==> src/rtl/muldiv_ctrl.sv <==
// -----------------------------------------------------------------------------
// common_pkg / muldiv_ctrl
//
// Execute-stage sequencer for the shared multi-cycle multiply/divide unit.
// One M-extension request is accepted from EX at a time. It is either resolved
// on an architectural fast path (divide by zero, signed overflow, multiply by
// zero) or issued to the unit, after which the sequencer stalls the pipeline
// until the unit reports completion. Exactly one tagged response is produced
// per surviving request. Operations killed by a flush are drained from the
// unit before the next one is issued.
//
// Ports
//   clk, reset_n            clock / async active-low reset
//   req_valid, req_op,      request from EX; held stable while stall_o=1
//   req_rs1, req_rs2,
//   req_tag
//   flush                   kill the current EX instruction and any op in flight
//   stall_o                 freeze IF/ID/EX
//   rsp_valid, rsp_result,  one-cycle tagged result strobe
//   rsp_tag
//   md_start, md_op,        start pulse, op and operands to the unit
//   md_operand1/2
//   md_result, md_ready     unit result (valid while md_ready=1) and done/idle
// -----------------------------------------------------------------------------
package common_pkg;
   localparam int XLEN_WIDTH = 32;

   typedef enum logic [3:0] {
      ALU_ADD, ALU_SUB, ALU_SLL, ALU_SLT, ALU_SLTU, ALU_XOR, ALU_SRL, ALU_SRA,
      ALU_OR, ALU_AND, ALU_MUL, ALU_DIV, ALU_DIVU, ALU_REM, ALU_REMU
   } alu_op_type;
endpackage

module muldiv_ctrl
   import common_pkg::*;
#(
   parameter int TAG_W = 5
) (
   input  logic                  clk,
   input  logic                  reset_n,
   input  logic                  req_valid,
   input  alu_op_type            req_op,
   input  logic [XLEN_WIDTH-1:0] req_rs1,
   input  logic [XLEN_WIDTH-1:0] req_rs2,
   input  logic [TAG_W-1:0]      req_tag,
   input  logic                  flush,
   output logic                  stall_o,
   output logic                  rsp_valid,
   output logic [XLEN_WIDTH-1:0] rsp_result,
   output logic [TAG_W-1:0]      rsp_tag,
   output logic                  md_start,
   output alu_op_type            md_op,
   output logic [XLEN_WIDTH-1:0] md_operand1,
   output logic [XLEN_WIDTH-1:0] md_operand2,
   input  logic [XLEN_WIDTH-1:0] md_result,
   input  logic                  md_ready
);

   localparam logic [XLEN_WIDTH-1:0] MIN_NEG = {1'b1, {(XLEN_WIDTH-1){1'b0}}};

   typedef enum logic [1:0] {
      S_IDLE,
      S_BUSY,
      S_DONE,
      S_DRAIN
   } state_e;

   state_e                  state_q, state_d;
   alu_op_type              op_q, op_d;
   logic [XLEN_WIDTH-1:0]   rs1_q, rs1_d;
   logic [XLEN_WIDTH-1:0]   rs2_q, rs2_d;
   logic [TAG_W-1:0]        tag_q, tag_d;
   logic [XLEN_WIDTH-1:0]   rsp_result_q, rsp_result_d;
   logic [TAG_W-1:0]        rsp_tag_q, rsp_tag_d;

   logic                    legal_op;
   logic                    fast_hit;
   logic [XLEN_WIDTH-1:0]   fast_res;
   logic                    rs1_zero, rs2_zero, div_ovf;
   logic                    accept;

   // -------------------------------------------------------------------------
   // Request decode
   // -------------------------------------------------------------------------
   always_comb begin
      legal_op = 1'b0;
      case (req_op)
         ALU_MUL, ALU_DIV, ALU_DIVU, ALU_REM, ALU_REMU: legal_op = 1'b1;
         default: legal_op = 1'b0;
      endcase
   end

   assign rs1_zero = (req_rs1 == '0);
   assign rs2_zero = (req_rs2 == '0);
   assign div_ovf  = (req_rs1 == MIN_NEG) && (req_rs2 == '1);

   // Results the ISA fixes without needing the unit. Divide-by-zero is checked
   // before overflow so DIV MIN_NEG/0 still returns all-ones.
   always_comb begin
      fast_hit = 1'b0;
      fast_res = '0;
      case (req_op)
         ALU_DIV: begin
            if (rs2_zero) begin
               fast_hit = 1'b1;
               fast_res = '1;
            end else if (div_ovf) begin
               fast_hit = 1'b1;
               fast_res = MIN_NEG;
            end
         end
         ALU_DIVU: begin
            if (rs2_zero) begin
               fast_hit = 1'b1;
               fast_res = '1;
            end
         end
         ALU_REM: begin
            if (rs2_zero) begin
               fast_hit = 1'b1;
               fast_res = req_rs1;
            end else if (div_ovf) begin
               fast_hit = 1'b1;
               fast_res = '0;
            end
         end
         ALU_REMU: begin
            if (rs2_zero) begin
               fast_hit = 1'b1;
               fast_res = req_rs1;
            end
         end
         ALU_MUL: begin
            if (rs1_zero || rs2_zero) begin
               fast_hit = 1'b1;
               fast_res = '0;
            end
         end
         default: begin
            fast_hit = 1'b0;
            fast_res = '0;
         end
      endcase
   end

   assign accept = (state_q == S_IDLE) && req_valid && legal_op && !flush;

   // -------------------------------------------------------------------------
   // Next state and outputs
   // -------------------------------------------------------------------------
   always_comb begin
      state_d      = state_q;
      op_d         = op_q;
      rs1_d        = rs1_q;
      rs2_d        = rs2_q;
      tag_d        = tag_q;
      rsp_result_d = rsp_result_q;
      rsp_tag_d    = rsp_tag_q;
      stall_o      = 1'b0;
      rsp_valid    = 1'b0;
      md_start     = 1'b0;
      md_op        = op_q;
      md_operand1  = rs1_q;
      md_operand2  = rs2_q;

      case (state_q)
         S_IDLE: begin
            // The unit sees the live request so md_start and its operands
            // arrive in the same cycle.
            md_op       = req_op;
            md_operand1 = req_rs1;
            md_operand2 = req_rs2;
            if (accept) begin
               stall_o = 1'b1;
               tag_d   = req_tag;
               if (fast_hit) begin
                  rsp_result_d = fast_res;
                  rsp_tag_d    = req_tag;
                  state_d      = S_DONE;
               end else begin
                  md_start = 1'b1;
                  op_d     = req_op;
                  rs1_d    = req_rs1;
                  rs2_d    = req_rs2;
                  state_d  = S_BUSY;
               end
            end
         end

         S_BUSY: begin
            stall_o = 1'b1;
            if (flush) begin
               // A unit that finishes in the flush cycle needs no draining.
               state_d = md_ready ? S_IDLE : S_DRAIN;
            end else if (md_ready) begin
               rsp_result_d = md_result;
               rsp_tag_d    = tag_q;
               state_d      = S_DONE;
            end
         end

         S_DONE: begin
            // The request still on the bus this cycle is the one just answered;
            // it is never re-accepted because acceptance only happens in IDLE.
            rsp_valid = !flush;
            state_d   = S_IDLE;
         end

         S_DRAIN: begin
            // Hold back a younger request until the killed op leaves the unit.
            stall_o = req_valid && legal_op;
            if (md_ready) begin
               state_d = S_IDLE;
            end
         end

         default: state_d = S_IDLE;
      endcase
   end

   always_ff @(posedge clk or negedge reset_n) begin
      if (!reset_n) begin
         state_q      <= S_IDLE;
         op_q         <= ALU_ADD;
         rs1_q        <= '0;
         rs2_q        <= '0;
         tag_q        <= '0;
         rsp_result_q <= '0;
         rsp_tag_q    <= '0;
      end else begin
         state_q      <= state_d;
         op_q         <= op_d;
         rs1_q        <= rs1_d;
         rs2_q        <= rs2_d;
         tag_q        <= tag_d;
         rsp_result_q <= rsp_result_d;
         rsp_tag_q    <= rsp_tag_d;
      end
   end

   assign rsp_result = rsp_result_q;
   assign rsp_tag    = rsp_tag_q;

endmodule
==> config.mk <==
export PLATFORM = sky130hd
export DESIGN_NAME = muldiv_ctrl
export DESIGN_NICKNAME = d
export VERILOG_FILES = /design/src/rtl/muldiv_ctrl.sv
export SDC_FILE = /design/constraint.sdc
export NUM_CORES = 1
export LEC_CHECK = 0
export ABC_AREA = 0
export ABC_CLOCK_PERIOD_IN_PS = 2500
export CORE_ASPECT_RATIO = 0.7
export CORE_MARGIN = 1
export CORE_UTILIZATION = 42
export CTS_BUF_LIST = sky130_fd_sc_hd__clkbuf_2
export CTS_CLUSTER_DIAMETER = 80
export DETAILED_ROUTE_END_ITERATION = 16
export PLACE_DENSITY_LB_ADDON = 0.25
export REMOVE_ABC_BUFFERS = 1
export SETUP_SLACK_MARGIN = 0.4
export SYNTH_ARGS = -nofsm -noshare
export SYNTH_HDL_FRONTEND = slang
export SYNTH_SLANG_ARGS = --single-unit
==> constraint.sdc <==
create_clock -name clk -period 2.5 [get_ports clk]
set_clock_uncertainty 0.1 [all_clocks]
set_input_delay 0.5 -clock clk [delete_from_list [all_inputs] [get_ports clk]]
set_output_delay 0.5 -clock clk [all_outputs]
set_load 0.02 [all_outputs]
== Word level (Yosys, flattened, before mapping) ==
Index checks and enable logic that the tools add are counted.

* Muxes and demuxes: 37
* Eq/ne operators: 16
* Bitwise operators: 1
* Reduce and logical (&&, ||, !) cells: 19

{| class="wikitable"
|+ Operator list
! cell !! number
|-
| 2-to-1 mux 32 bit || 10
|-
| one-hot mux 32 bit (3 select lines) || 1
|-
| equality test 32 bit, second input constant || 2
|-
| logical NOT 32 bit || 2
|-
| one-hot mux 32 bit (2 select lines) || 1
|-
| equality test 4 bit, second input constant || 5
|-
| 2-to-1 mux 5 bit || 4
|-
| 2-to-1 mux 2 bit || 6
|-
| 2-to-1 mux 1 bit || 10
|-
| inequality test 2 bit, second input constant || 5
|-
| one-hot mux 5 bit (2 select lines) || 1
|-
| one-hot mux 2 bit (4 select lines) || 1
|-
| one-hot mux 1 bit (3 select lines) || 2
|-
| AND reduction 3 bit || 2
|-
| OR reduction 2 bit || 3
|-
| logical AND 1 bit || 5
|-
| AND reduction 5 bit || 1
|-
| OR reduction 5 bit || 1
|-
| equality test 2 bit, second input constant || 2
|-
| 2-to-1 mux 4 bit || 1
|-
| inequality test 3 bit, second input constant || 1
|-
| equality test 2 x 1 -> 1 bit, second input constant || 1
|-
| logical NOT 2 bit || 1
|-
| AND reduction 2 bit || 1
|-
| 4 further kinds || 4
|}

* Input bits: 110
* Output and inout bits: 108
* Bits in registers: 112
* Word-level logic and storage cells: 80

== Logic depth before layout (Yosys ltp) ==
* Depth after elaboration: 8
* Depth in mapped cells: 9
* Mapped depth without buffers: 6

== Least setup slack after synthesis ==
No wires, ideal clock.

* Path kind: input -> output
* Start point: in req_op[2]
* End point: out md_start
* Setup slack: 0.043 ns
* Required time: 1.900 ns
* Data arrival time: 1.857 ns
* Path buffers: 2
* Stages: 7
* Cells stage by stage: buf_4 > or4_1 > nor4_2 > a311oi_2 > nand3_2 > buf_4 > inv_1

* Cells in the longest elaborated chain, start to end: 7
* Elaborated cells between the ends (all ways): 15
* Those cells by class: 5 x eq/ne; 5 x mux; 5 x reduce/logical

{| class="wikitable"
|+ Ends and longest elaborated chain
! element !! RTL line !! text
|-
| start, declared || 42 || <nowiki>input alu_op_type req_op,</nowiki>
|-
| equality test 4 bit || 87, 102 ||
|-
| OR reduction 5 bit || 87 || <nowiki>case (req_op)</nowiki>
|-
| 2-to-1 mux 1 bit || 87 ||
|-
| logical AND 1 bit (2 in a row) || 146 || <nowiki>assign accept = (state_q == S_IDLE) && req_valid && legal_op && !flush;</nowiki>
|-
| 2-to-1 mux 1 bit (*) || 173 || <nowiki>if (accept) begin</nowiki>
|-
| 2-to-1 mux 1 bit (*) || 166 || <nowiki>case (state_q)</nowiki>
|-
| end, declared || 51 || <nowiki>output logic md_start,</nowiki>
|}

Mark *: on every way between the ends. The rest lies on a longest branch, timed or not.

== Worst setup path in the final report ==
* Start point: reg state_q[0]
* End point: out md_operand2[14]

* Cells in the longest elaborated chain, start to end: 2

{| class="wikitable"
|+ Ends and longest elaborated chain
! element !! RTL line !! text
|-
| start, declared || 68 || <nowiki>state_e state_q, state_d;</nowiki>
|-
| start signal, assigned || 231 || <nowiki>state_q <= state_d;</nowiki>
|-
| logical NOT 2 bit || 166 ||
|-
| 2-to-1 mux 32 bit || 166 ||
|-
| end, declared || 54 || <nowiki>output logic [XLEN_WIDTH-1:0] md_operand2,</nowiki>
|}

No other way between the ends.

==> summary.md <==
| Metric | Value |
|---|---|
| Minimum clock period | 2750 ps |
| Final Setup Violations | 69 |
| Synth area leaders | dfrtp_1 (47%), mux2_2 (30%), mux2_1 (4.9%), a21oi_1 (2.8%), o21ai_0 (2.7%) |
| Crit end category | output pin |
| Root Driver | clkbuf_2 |
| Yosys warning total | 0 |
| Routability Congestion | 0.823 |
| Vias per cell | 5.60 |
| Drc violations | 0 |
| Most common cell after layout, fill and taps aside | mux2_4 |
| Tcrit/Tclk final | 110% |
| Initial antenna violation count | 0 |
| Latest clock arrival within the worst-skew pair | 620 ps |
| Post-Synthesis Cells | 498 |
| Rows | 36 |
| CTS max path bufs | 2 |
| Largest net degree at the start of global routing | 113 |
| Crit path required time | 1900 ps |
| Placement Setup Slack | -1140 ps |
| CP Launch Type | register |
| Global-route wire length before repair | 30.6 mm |
| Setup slack after layout | -248 ps |
| Switching power total | 0.00201 W |
| Number of global-route vias before repair | 5575 |
| CTS tree | yes |
| Post-synth EDFFs | 0 |
| Worst reg2reg setup slack | 170 ps |
| Worst hold path class | in -> reg |
| Total wire length | 24.1 mm |
| Netlist Area Pre-Place | 0.00597 mm^2 |
| Highest-count cells in the layout ignoring fill and taps | mux2_4 (156), dfrtp_1 (112), buf_6 (95), buf_4 (84), dlygate4sd2_1 (58) |
| Clk pwr share | 13.4% |
| Die Y-Extent | 102 um |
| Internal cell power | 0.00393 W |
| Htree depth | 3 |
| Seq pwr share | 41.8% |
| Max Used Layer | met4 |
| CTS buffer count | 9 |
| Worst R2R End | rsp_result[28] |
| Min-Delay Path Depth | 2 |
| Number of clock sinks | 112 |
| Initial Util | 43.0% |
| Crit path arrival time | 2150 ps |
| Ratio of cells with drive above 1 in the final layout | 58.0% |
| Distinct cells, synth | 36 |
| GR Util All Layers | 27.9% |
| Worst slew pin tran | 640 ps |
| Hold endpoint | rs2_q[6] |
| DRT antenna net count | 0 |
| R2R Path Start | state_q[0] |
| Final Max Tran Viols | 0 |
| Status | finished, violations left |
| Dominant cell type by area after synthesis | dfrtp_1 |
| Finished Layout Cells | 1035 |
| Clock transition at the registers of the reported paths | 310 ps |
| Area Growth Syn to Fin | 82.4% |
| GRT overflow | 0 |
| Failing checks | setup timing |
| Relative slew slack | 57.4% |
| Fin. Hold Viols | 0 |
| Top_reg_cell synth | dfrtp_1 |
| Die area | 0.0147 mm^2 |
| DP HPWL | 12.4 mm |
| Fmax | 0.364 GHz |
| Syn Area/Cell | 12.0 um^2 |
| Crit path max fanout | 5 |
| RSZ-0062 raised after global routing | yes |
| Reg2Reg Depth | 11 |
| Vias post-DR | 5797 |
| Routed length on met1 | 10.4 mm |
| Final nets | 951 |
| Max-cap violations | 0 |
| Routed length per instance | 23.3 um |
| Placed cells | 960 |
| Crit Path Class | reg -> out |
| Number of fill cells | 815 |
| Area of the core | 0.0139 mm^2 |
| Die width | 144 um |
| IO Port Bufs | 217 |
| Met3 Wirelength | 1.73 mm |
| Post-synthesis register bit count | 112 |
| Power Density | 546 mW/mm^2 |
| Pre-antenna DRT Iters | 5 |
| Leak pwr | 5.42 nW |
| Synth async-reset ratio | 100% |
| Met2 wire len | 11.3 mm |
| Combinational cell fraction of total power | 44.8% |
| Final Power | 0.00595 W |
| Antenna Diode Count | 0 |
| Hold Startpoint | req_rs2[6] |
| Net Sw Frac | 33.8% |
| Sequential share of the synthesized area | 47.0% |
| Yosys top cell area share | 47.0% |
| Worst vdd ir | 0.292 mV |
| Iteration-0 DRC Markers | 270 |
| Io pins | 218 |
==> final cells by class <==
class	count	area [um^2]	area share, %
clock inverters	6	45.0	0.414
inverters	2	7.51	0.0690
well taps	190	238	2.18
repair buffers	367	3900	35.9
clock buffers	9	45.0	0.414
flip-flops and latches	112	2800	25.8
multi-input cells	349	3840	35.3
==> state kept, by name, summed over array words and instances (netlist names) <==
| signal | flops |
|---|---|
| op_q | 4 |
| rs1_q | 32 |
| rs2_q | 32 |
| rsp_result | 32 |
| rsp_tag | 5 |
| state_q | 2 |
| tag_q | 5 |
==> routing by layer <==
| metal | vias to the layer above | global-route usage, % |
|---|---|---|
| met5 | - | 0 |
| met3 | 59 | 7.04 |
| met1 | 2967 | 37.6 |
| met2 | 261 | 44.0 |
| met4 | 0 | 9.07 |
| li1 | 2510 | - |
==> worst max path at each step <==
stage | from | endpoint | slack (ps)
after floorplan | state_q[0] | md_start | -4040
after global routing | state_q[0] | md_operand1[13] | -320
after global placement | req_rs1[30] | md_start | -1200
final | state_q[0] | md_operand2[14] | -250
after detailed placement | req_rs1[30] | md_start | -1140
after CTS | state_q[1] | md_operand1[0] | -530
==> repair_timing <==
item | 4_1_cts | 5_1_grt
resized for setup | 505 | 381
gates cloned | 9 | 14
pin swaps | 39 | 15
hold buffers | 1 | 0
buffers inserted | 24 | 12
hold endpoints to repair | 112 | 0
setup endpoints to repair | 215 | 182
==> power groups by stage <==
stage | clock (W) | combinational [W] | sequential, W
after global placement | 0 | 0.00196 | 0.00242
after global routing | 0.000867 | 0.00280 | 0.00252
after floorplan | 0 | 0.000947 | 0.00250
final | 0.000796 | 0.00267 | 0.00248
after detailed placement | 0 | 0.00200 | 0.00245
after CTS | 0.000790 | 0.00205 | 0.00242
==> per-stage QoR <==
step / hold WS [ps] / util (%) / TNS, ps / area, um^2
finish: 42.6 / 78.5 / -13780 / 10900
global route: 21.3 / 78.5 / -18920 / 10900
CTS: 58.4 / 69.5 / -19880 / 9650
detailed placement: 352 / 64.7 / -105610 / 8970
global placement: 346 / 64.7 / -109820 / 8970
floorplan: 104 / - / -546760 / 5770
==> synthesized netlist by cell type, drive strengths merged, types with 2 or more instances <==
cell,n
mux2,183
dfrtp,112
nand2,38
o21ai,34
a21oi,33
nor4,20
clkbuf,18
buf,17
nand4,10
nor2,6
nand3,4
and3,3
inv,2
nand2b,2
nor2b,2
nor3,2
nor3b,2
xor2,2
==> logic make-up (layout without fill, tap and decap cells) <==
logic type | after synthesis | in the layout | share of synthesized area, %
AO/OA/AOI/OAI | 71 | 71 | 6.44
XOR/XNOR | 2 | 2 | 0.294
buffers and inverters | 37 | 384 | 3.40
flip-flops | 112 | 112 | 47.0
multiplexers | 184 | 184 | 34.7
AND/OR/NAND/NOR | 92 | 92 | 8.18
==> critical path, stage by stage, from the launching register on <==
cell and delay (ps):
dfrtp_1 480, nor2_4 160, buf_6 130, buf_12 130, clkbuf_16 160, mux2_2 340, buf_6 130
Power figures use the tool's default switching activity.
